## config.mk

```make
export PLATFORM = sky130hd
export DESIGN_NAME = onehot_decode_pipe
export DESIGN_NICKNAME = d
export VERILOG_FILES = /design/src/rtl/decode_pkg.sv /design/src/rtl/onehot_encode_core.sv /design/src/rtl/onehot_decode_pipe.sv
export SDC_FILE = /design/constraint.sdc
export NUM_CORES = 1
export LEC_CHECK = 0
export BUFFER_PORTS_ARGS = -buffer_cell sky130_fd_sc_hd__buf_2
export CAP_MARGIN = 20
export CELL_PAD_IN_SITES_DETAIL_PLACEMENT = 2
export CELL_PAD_IN_SITES_GLOBAL_PLACEMENT = 2
export CORE_MARGIN = 8
export CORE_UTILIZATION = 30
export DETAILED_ROUTE_END_ITERATION = 10
export PLACE_DENSITY_LB_ADDON = 0.1
export SKIP_CTS_REPAIR_TIMING = 1
export SLEW_MARGIN = 15
export SYNTH_ARGS = -nofsm -noshare
export SYNTH_HDL_FRONTEND = slang
export SYNTH_SLANG_ARGS = --single-unit
```

## constraint.sdc

```tcl
create_clock -name clk -period 1.47 [get_ports clk]
set_clock_uncertainty 0.05 [all_clocks]
set_input_delay 0.0735 -clock clk [delete_from_list [all_inputs] [get_ports clk]]
set_output_delay 0.0735 -clock clk [all_outputs]
set_load 0.03 [all_outputs]
```

## src/rtl/decode_pkg.sv

```systemverilog
// rtl/decode_pkg.sv - shared mode encodings, occupancy states and lane-decode helpers
package decode_pkg;

    localparam logic MODE_ONEHOT = 1'b0;
    localparam logic MODE_THERM  = 1'b1;

    typedef enum logic [1:0] {
        OCC_EMPTY = 2'd0,
        OCC_ONE   = 2'd1,
        OCC_FULL  = 2'd2
    } occ_t;

    // Thermometer mask: lane pos is lit for every lane at or below idx.
    function automatic logic therm_bit(input int pos, input int idx);
        return pos <= idx;
    endfunction

    function automatic logic lane_bit(input logic mode, input int pos, input int idx);
        logic bit_val;
        bit_val = 1'b0;
        case (mode)
            MODE_ONEHOT: bit_val = (pos == idx);
            MODE_THERM:  bit_val = therm_bit(pos, idx);
        endcase
        return bit_val;
    endfunction

endpackage

```

## src/rtl/onehot_encode_core.sv

```systemverilog
// rtl/onehot_encode_core.sv - combinational index to one-hot/thermometer vector with range flag
module onehot_encode_core
    import decode_pkg::*;
#(
    parameter int IDX_W   = 3,
    parameter int NUM_OUT = 8
) (
    input  logic [IDX_W-1:0]   idx,
    input  logic               mode,
    output logic [NUM_OUT-1:0] vec,
    output logic               err
);

    localparam logic [IDX_W:0] LIMIT = (IDX_W + 1)'(NUM_OUT);

    // Out-of-range indices blank the whole vector instead of aliasing onto a lane.
    always_comb begin
        err = ({1'b0, idx} >= LIMIT);
        for (int i = 0; i < NUM_OUT; i++) begin
            vec[i] = !err && lane_bit(mode, i, int'(idx));
        end
    end

endmodule

```

## src/rtl/onehot_decode_pipe.sv

```systemverilog
// rtl/onehot_decode_pipe.sv - registered index decoder with output register and optional skid entry
module onehot_decode_pipe
    import decode_pkg::*;
#(
    parameter int IDX_W   = 3,
    parameter int NUM_OUT = 8,
    parameter int SKID    = 1
) (
    input  logic               clk,
    input  logic               rst,
    input  logic               flush,
    input  logic               in_valid,
    output logic               in_ready,
    input  logic [IDX_W-1:0]   in_idx,
    input  logic               in_mode,
    output logic               out_valid,
    input  logic               out_ready,
    output logic [NUM_OUT-1:0] out_vec,
    output logic               out_err
);

    typedef struct packed {
        logic [NUM_OUT-1:0] vec;
        logic               err;
    } entry_t;

    occ_t               state;
    occ_t               state_nxt;
    entry_t             dec;
    entry_t             out_q;
    entry_t             skid_q;
    logic [NUM_OUT-1:0] dec_vec;
    logic               dec_err;
    logic               in_fire;
    logic               out_fire;
    logic               load_out_dec;
    logic               load_out_skid;
    logic               load_skid;

    onehot_encode_core #(
        .IDX_W   (IDX_W),
        .NUM_OUT (NUM_OUT)
    ) u_core (
        .idx  (in_idx),
        .mode (in_mode),
        .vec  (dec_vec),
        .err  (dec_err)
    );

    assign dec = '{vec: dec_vec, err: dec_err};

    always_ff @(posedge clk) begin
        if (rst || flush) begin
            state <= OCC_EMPTY;
        end else begin
            state <= state_nxt;
        end
    end

    always_comb begin
        state_nxt = state;
        case (state)
            OCC_EMPTY: if (in_fire) state_nxt = OCC_ONE;
            OCC_ONE: begin
                if (in_fire && !out_fire) begin
                    state_nxt = OCC_FULL;
                end else if (!in_fire && out_fire) begin
                    state_nxt = OCC_EMPTY;
                end
            end
            OCC_FULL:  if (out_fire) state_nxt = OCC_ONE;
            default:   state_nxt = OCC_EMPTY;
        endcase
    end

    always_comb begin
        out_valid = (state != OCC_EMPTY);
    end

    assign in_fire  = in_valid && in_ready;
    assign out_fire = out_valid && out_ready;

    // A simultaneous in/out transfer reloads the output register directly, so no bubble.
    assign load_out_dec  = in_fire && ((state == OCC_EMPTY) || ((state == OCC_ONE) && out_fire));
    assign load_out_skid = out_fire && (state == OCC_FULL);
    assign load_skid     = (SKID != 0) && in_fire && (state == OCC_ONE) && !out_fire;

    generate
        if (SKID != 0) begin : g_skid
            logic ready_q;
            always_ff @(posedge clk) begin
                if (rst || flush) begin
                    ready_q <= 1'b1;
                end else begin
                    ready_q <= (state_nxt != OCC_FULL);
                end
            end
            assign in_ready = ready_q;
        end else begin : g_noskid
            assign in_ready = !out_valid || out_ready;
        end
    endgenerate

    always_ff @(posedge clk) begin
        if (rst || flush) begin
            out_q  <= '0;
            skid_q <= '0;
        end else begin
            if (load_out_dec) begin
                out_q <= dec;
            end else if (load_out_skid) begin
                out_q <= skid_q;
            end
            if (load_skid) begin
                skid_q <= dec;
            end
        end
    end

    assign out_vec = out_q.vec;
    assign out_err = out_q.err;

endmodule

```

==> results_dict.tcl <==
set metrics [dict create \
    yosys-top-cells-area "sky130_fd_sc_hd__dfxtp_1 40%, sky130_fd_sc_hd__a21oi_1 8.4%, sky130_fd_sc_hd__nand2_1 5.5%" \
    netlist_instances 117 \
    first_global_vias 973 \
    detailedPlace.worstSlack_ps 94.49 \
    antenna-diode-count 0 \
    crit_fanout 10 \
    library_cell_with_the_highest_instance_count_after_synthesis "sky130_fd_sc_hd__dfxtp_1" \
    hpwl_um 2090 \
    syn-mean-instance-area_um2 8.106 \
    die_area_um2 5216 \
    cell_internal_pwr_uw 697.5 \
    outcome "completed" \
    switching_share 0.2872 \
    switchingPower_uw 281.0 \
    post-route-cell-area_um2 1144 \
    synth_compound_area_frac 0.2177 \
    synth-adder-area-share 0 \
    die_height_um 72.23 \
    boundaryPins 20 \
    routed-via-count 897 \
    core_region_area_um2 3028 \
    route.detailed.vias_per_inst 4.902 \
    critPathLaunchType "flop" \
    ranking_of_synthesized_cells_by_instance_count "19 x sky130_fd_sc_hd__dfxtp_1, 16 x sky130_fd_sc_hd__a21oi_1, 14 x sky130_fd_sc_hd__nand2_1" \
    hold_violations 0 \
    dr.first_iter.drc_count 12 \
    p_comb_frac 0.180 \
    postPlaceCellArea_um2 1082 \
    critical-path-slowest-cell "sky130_fd_sc_hd__dfxtp_1" \
    fp-row-count 20 \
    numPlacedInstances 175 \
    dominantRegCellSynth "sky130_fd_sc_hd__dfxtp_1" \
    io_port_bufs 18 \
    max_stage_delay_ps 370 \
    async_reset_ff_frac 0 \
    max-clock-path-buffers 2 \
    finalWeightedCongestion 0.7351 \
    synth_xor_xnor_area_share 0.009235 \
    ys_types 33 \
    ir_worst_vdd_mv 0.3074 \
    final.period_utilization 0.9175 \
    grt_start_max_net_pins 16 \
    cts_buf_count 3 \
    report.power.total_uw 978.5 \
    cts_tree "yes" \
    drt_first_pass_iters 4 \
    cts.sink_count 19 \
    initial_utilization 0.3132 \
    synth_enable_flop_cells 0 \
    cts.root.buffer_cell "sky130_fd_sc_hd__clkbuf_4" \
    min_period_ps 1349 \
    ys.warnings.count 0 \
    power_density_over_the_cells_nw_per_um2 855.6 \
    timing.reg2reg.setup_slack_ps 120 \
    drc 0 \
    slew_viol_final 0 \
    clk_latency_ps 290 \
    grt_antenna_before_repair 0 \
    setup_viol_count_final 0 \
    fraction_of_final_layout_cells_sized_beyond_drive_strength_1 0.2734 \
    worstSetupEndpointType "flop" \
    final_cells 183 \
    cellLeakagePower_uw 0.0004566 \
    drt_wl_total_um 2891 \
    ant_nets 0 \
    die_w_um 72.23 \
    clock_tree.htree_level_count 1 \
    synthesis.nets 126 \
    synthDominantAreaCellType "sky130_fd_sc_hd__dfxtp_1" \
    grt_remaining_overflow 0 \
    max_freq_ghz 0.7415 \
    postSynthRegisterBits 19 \
    finish.net_count 149 \
    synth_area_um2 948.4 \
    synth_top_family_by_area "simple AND/OR/NAND/NOR gates" \
    synthDominantCellAreaShare 0.4011 \
    syn2layout_area_growth_pct 20.58 \
    ys_seq_area_frac 0.4011 \
    clkSlewWorstSetupHoldPaths_ps 110 \
    required_ps 1640 \
    yosys-mux-area-fraction 0.03166 \
    grt_first_pass_wirelength_um 4712 \
    power.share.sequential 0.546 \
    route.detailed.wl_per_inst_um 15.80 \
    timing.final.ws_setup_ps 121.3 \
    worst_hold_path_type "in2reg" \
    clock_power_share 0.274 \
    synth_simple_gate_area_share 0.2612 \
    max_cap_viol_count 0 \
    crit_path_cell_trace "nand3b_4, nor2b_2, buf_4, a21oi_1, a211oi_1" \
    criticalPathCategory "reg2reg" \
    grt_use_total 0.1154 \
    critical_path_arrival_ps 1520 \
]
[registers in the layout (all words and copies together) (netlist names)]
signal    flops
in_ready      1
out_vec       8
skid_q        8
state         2
[final cells by class]
class / count / area (µm²)
sequential: 19 / 380.4
multi-input combinational: 85 / 499.2
clock buffer: 4 / 26.28
tap: 44 / 55.05
timing repair buffer: 29 / 175.2
inverter: 2 / 7.507
fill: 354 / 1884
[layer usage]
layer | track usage | vias to the layer above | wire length, µm
li1 | - | 447 | -
met2 | 0.1886 | 11 | 1422
met1 | 0.1395 | 437 | 1331
met3 | 0.02893 | 2 | 112
met4 | 0.04762 | 0 | 24
met5 | 0 | - | 0
[through the flow]
step,hold slack (ps),setup TNS (ps),utilization
finish,83.38,0,0.3777
detailed placement,273.0,0,0.3574
CTS,-53.44,0,0.3661
global route,92.35,-4.509,0.3777
floorplan,102.8,0,-
global placement,254.4,0,0.3574
[layout by cell type, fill, tap and decap left out]
| cell | instances |
|---|---|
| sky130_fd_sc_hd__a21o_1 | 3 |
| sky130_fd_sc_hd__buf_2 | 18 |
| sky130_fd_sc_hd__nor2_4 | 1 |
| sky130_fd_sc_hd__and3b_1 | 1 |
| sky130_fd_sc_hd__a31oi_1 | 1 |
| sky130_fd_sc_hd__nor2b_2 | 1 |
| sky130_fd_sc_hd__mux2i_1 | 3 |
| sky130_fd_sc_hd__a311oi_1 | 1 |
| sky130_fd_sc_hd__nand3b_4 | 1 |
| sky130_fd_sc_hd__or3_1 | 3 |
| sky130_fd_sc_hd__inv_1 | 2 |
| sky130_fd_sc_hd__xnor2_1 | 1 |
| sky130_fd_sc_hd__nand2b_4 | 1 |
| sky130_fd_sc_hd__nand2b_1 | 1 |
| sky130_fd_sc_hd__nor4_1 | 1 |
| sky130_fd_sc_hd__or2_2 | 2 |
| sky130_fd_sc_hd__a21oi_1 | 16 |
| sky130_fd_sc_hd__nand2_1 | 14 |
| sky130_fd_sc_hd__buf_4 | 10 |
| sky130_fd_sc_hd__o22ai_1 | 1 |
| sky130_fd_sc_hd__conb_1 | 1 |
| sky130_fd_sc_hd__clkbuf_4 | 3 |
| sky130_fd_sc_hd__dfxtp_1 | 19 |
| sky130_fd_sc_hd__dlygate4sd3_1 | 1 |
| sky130_fd_sc_hd__and3_1 | 1 |
| sky130_fd_sc_hd__nor3_1 | 4 |
| sky130_fd_sc_hd__o21ai_0 | 5 |
| sky130_fd_sc_hd__a211oi_1 | 5 |
| sky130_fd_sc_hd__nor2b_1 | 1 |
| sky130_fd_sc_hd__nand4_1 | 1 |
| sky130_fd_sc_hd__clkbuf_1 | 1 |
| sky130_fd_sc_hd__nand3b_1 | 1 |
| sky130_fd_sc_hd__nor2_1 | 12 |
| sky130_fd_sc_hd__a211oi_2 | 1 |
| sky130_fd_sc_hd__o21a_1 | 1 |
[worst max-delay path: cells and delay by family, from the launching register on]
family,cells,cell delay (ps)
AND/OR/NAND/NOR,2,410
AO/OA/AOI/OAI,2,280
flip-flops,1,370
buffers and inverters,1,160
[cells by family (layout without fill, tap and decap cells)]
| group | Yosys count | in the layout |
|---|---|---|
| AND/OR/NAND/NOR | 46 | 46 |
| buffers and inverters | 13 | 35 |
| AO/OA/AOI/OAI | 34 | 34 |
| XOR/XNOR | 1 | 1 |
| multiplexers | 3 | 3 |
| other | 1 | 1 |
| flip-flops | 19 | 19 |
[final timing paths]
| check | start | end | cells past startpoint |
|---|---|---|---|
| worst max register to register | state[1] | out_vec[7] | 5 |
| worst max-delay path | state[1] | out_vec[7] | 5 |
| worst min-delay path | in_idx[1] | skid_q[8] | 3 |
| worst min register to register | out_vec[4] | out_vec[4] | 2 |
[power groups by stage]
stage / registers, µW / clock network [µW] / logic [µW]
after floorplan: 565 / 0 / 104
after global placement: 545 / 0 / 169
after detailed placement: 546 / 0 / 172
after CTS: 534 / 279 / 173
after global routing: 536 / 302 / 193
final: 534 / 268 / 176
(Power assumes the default switching activity.)
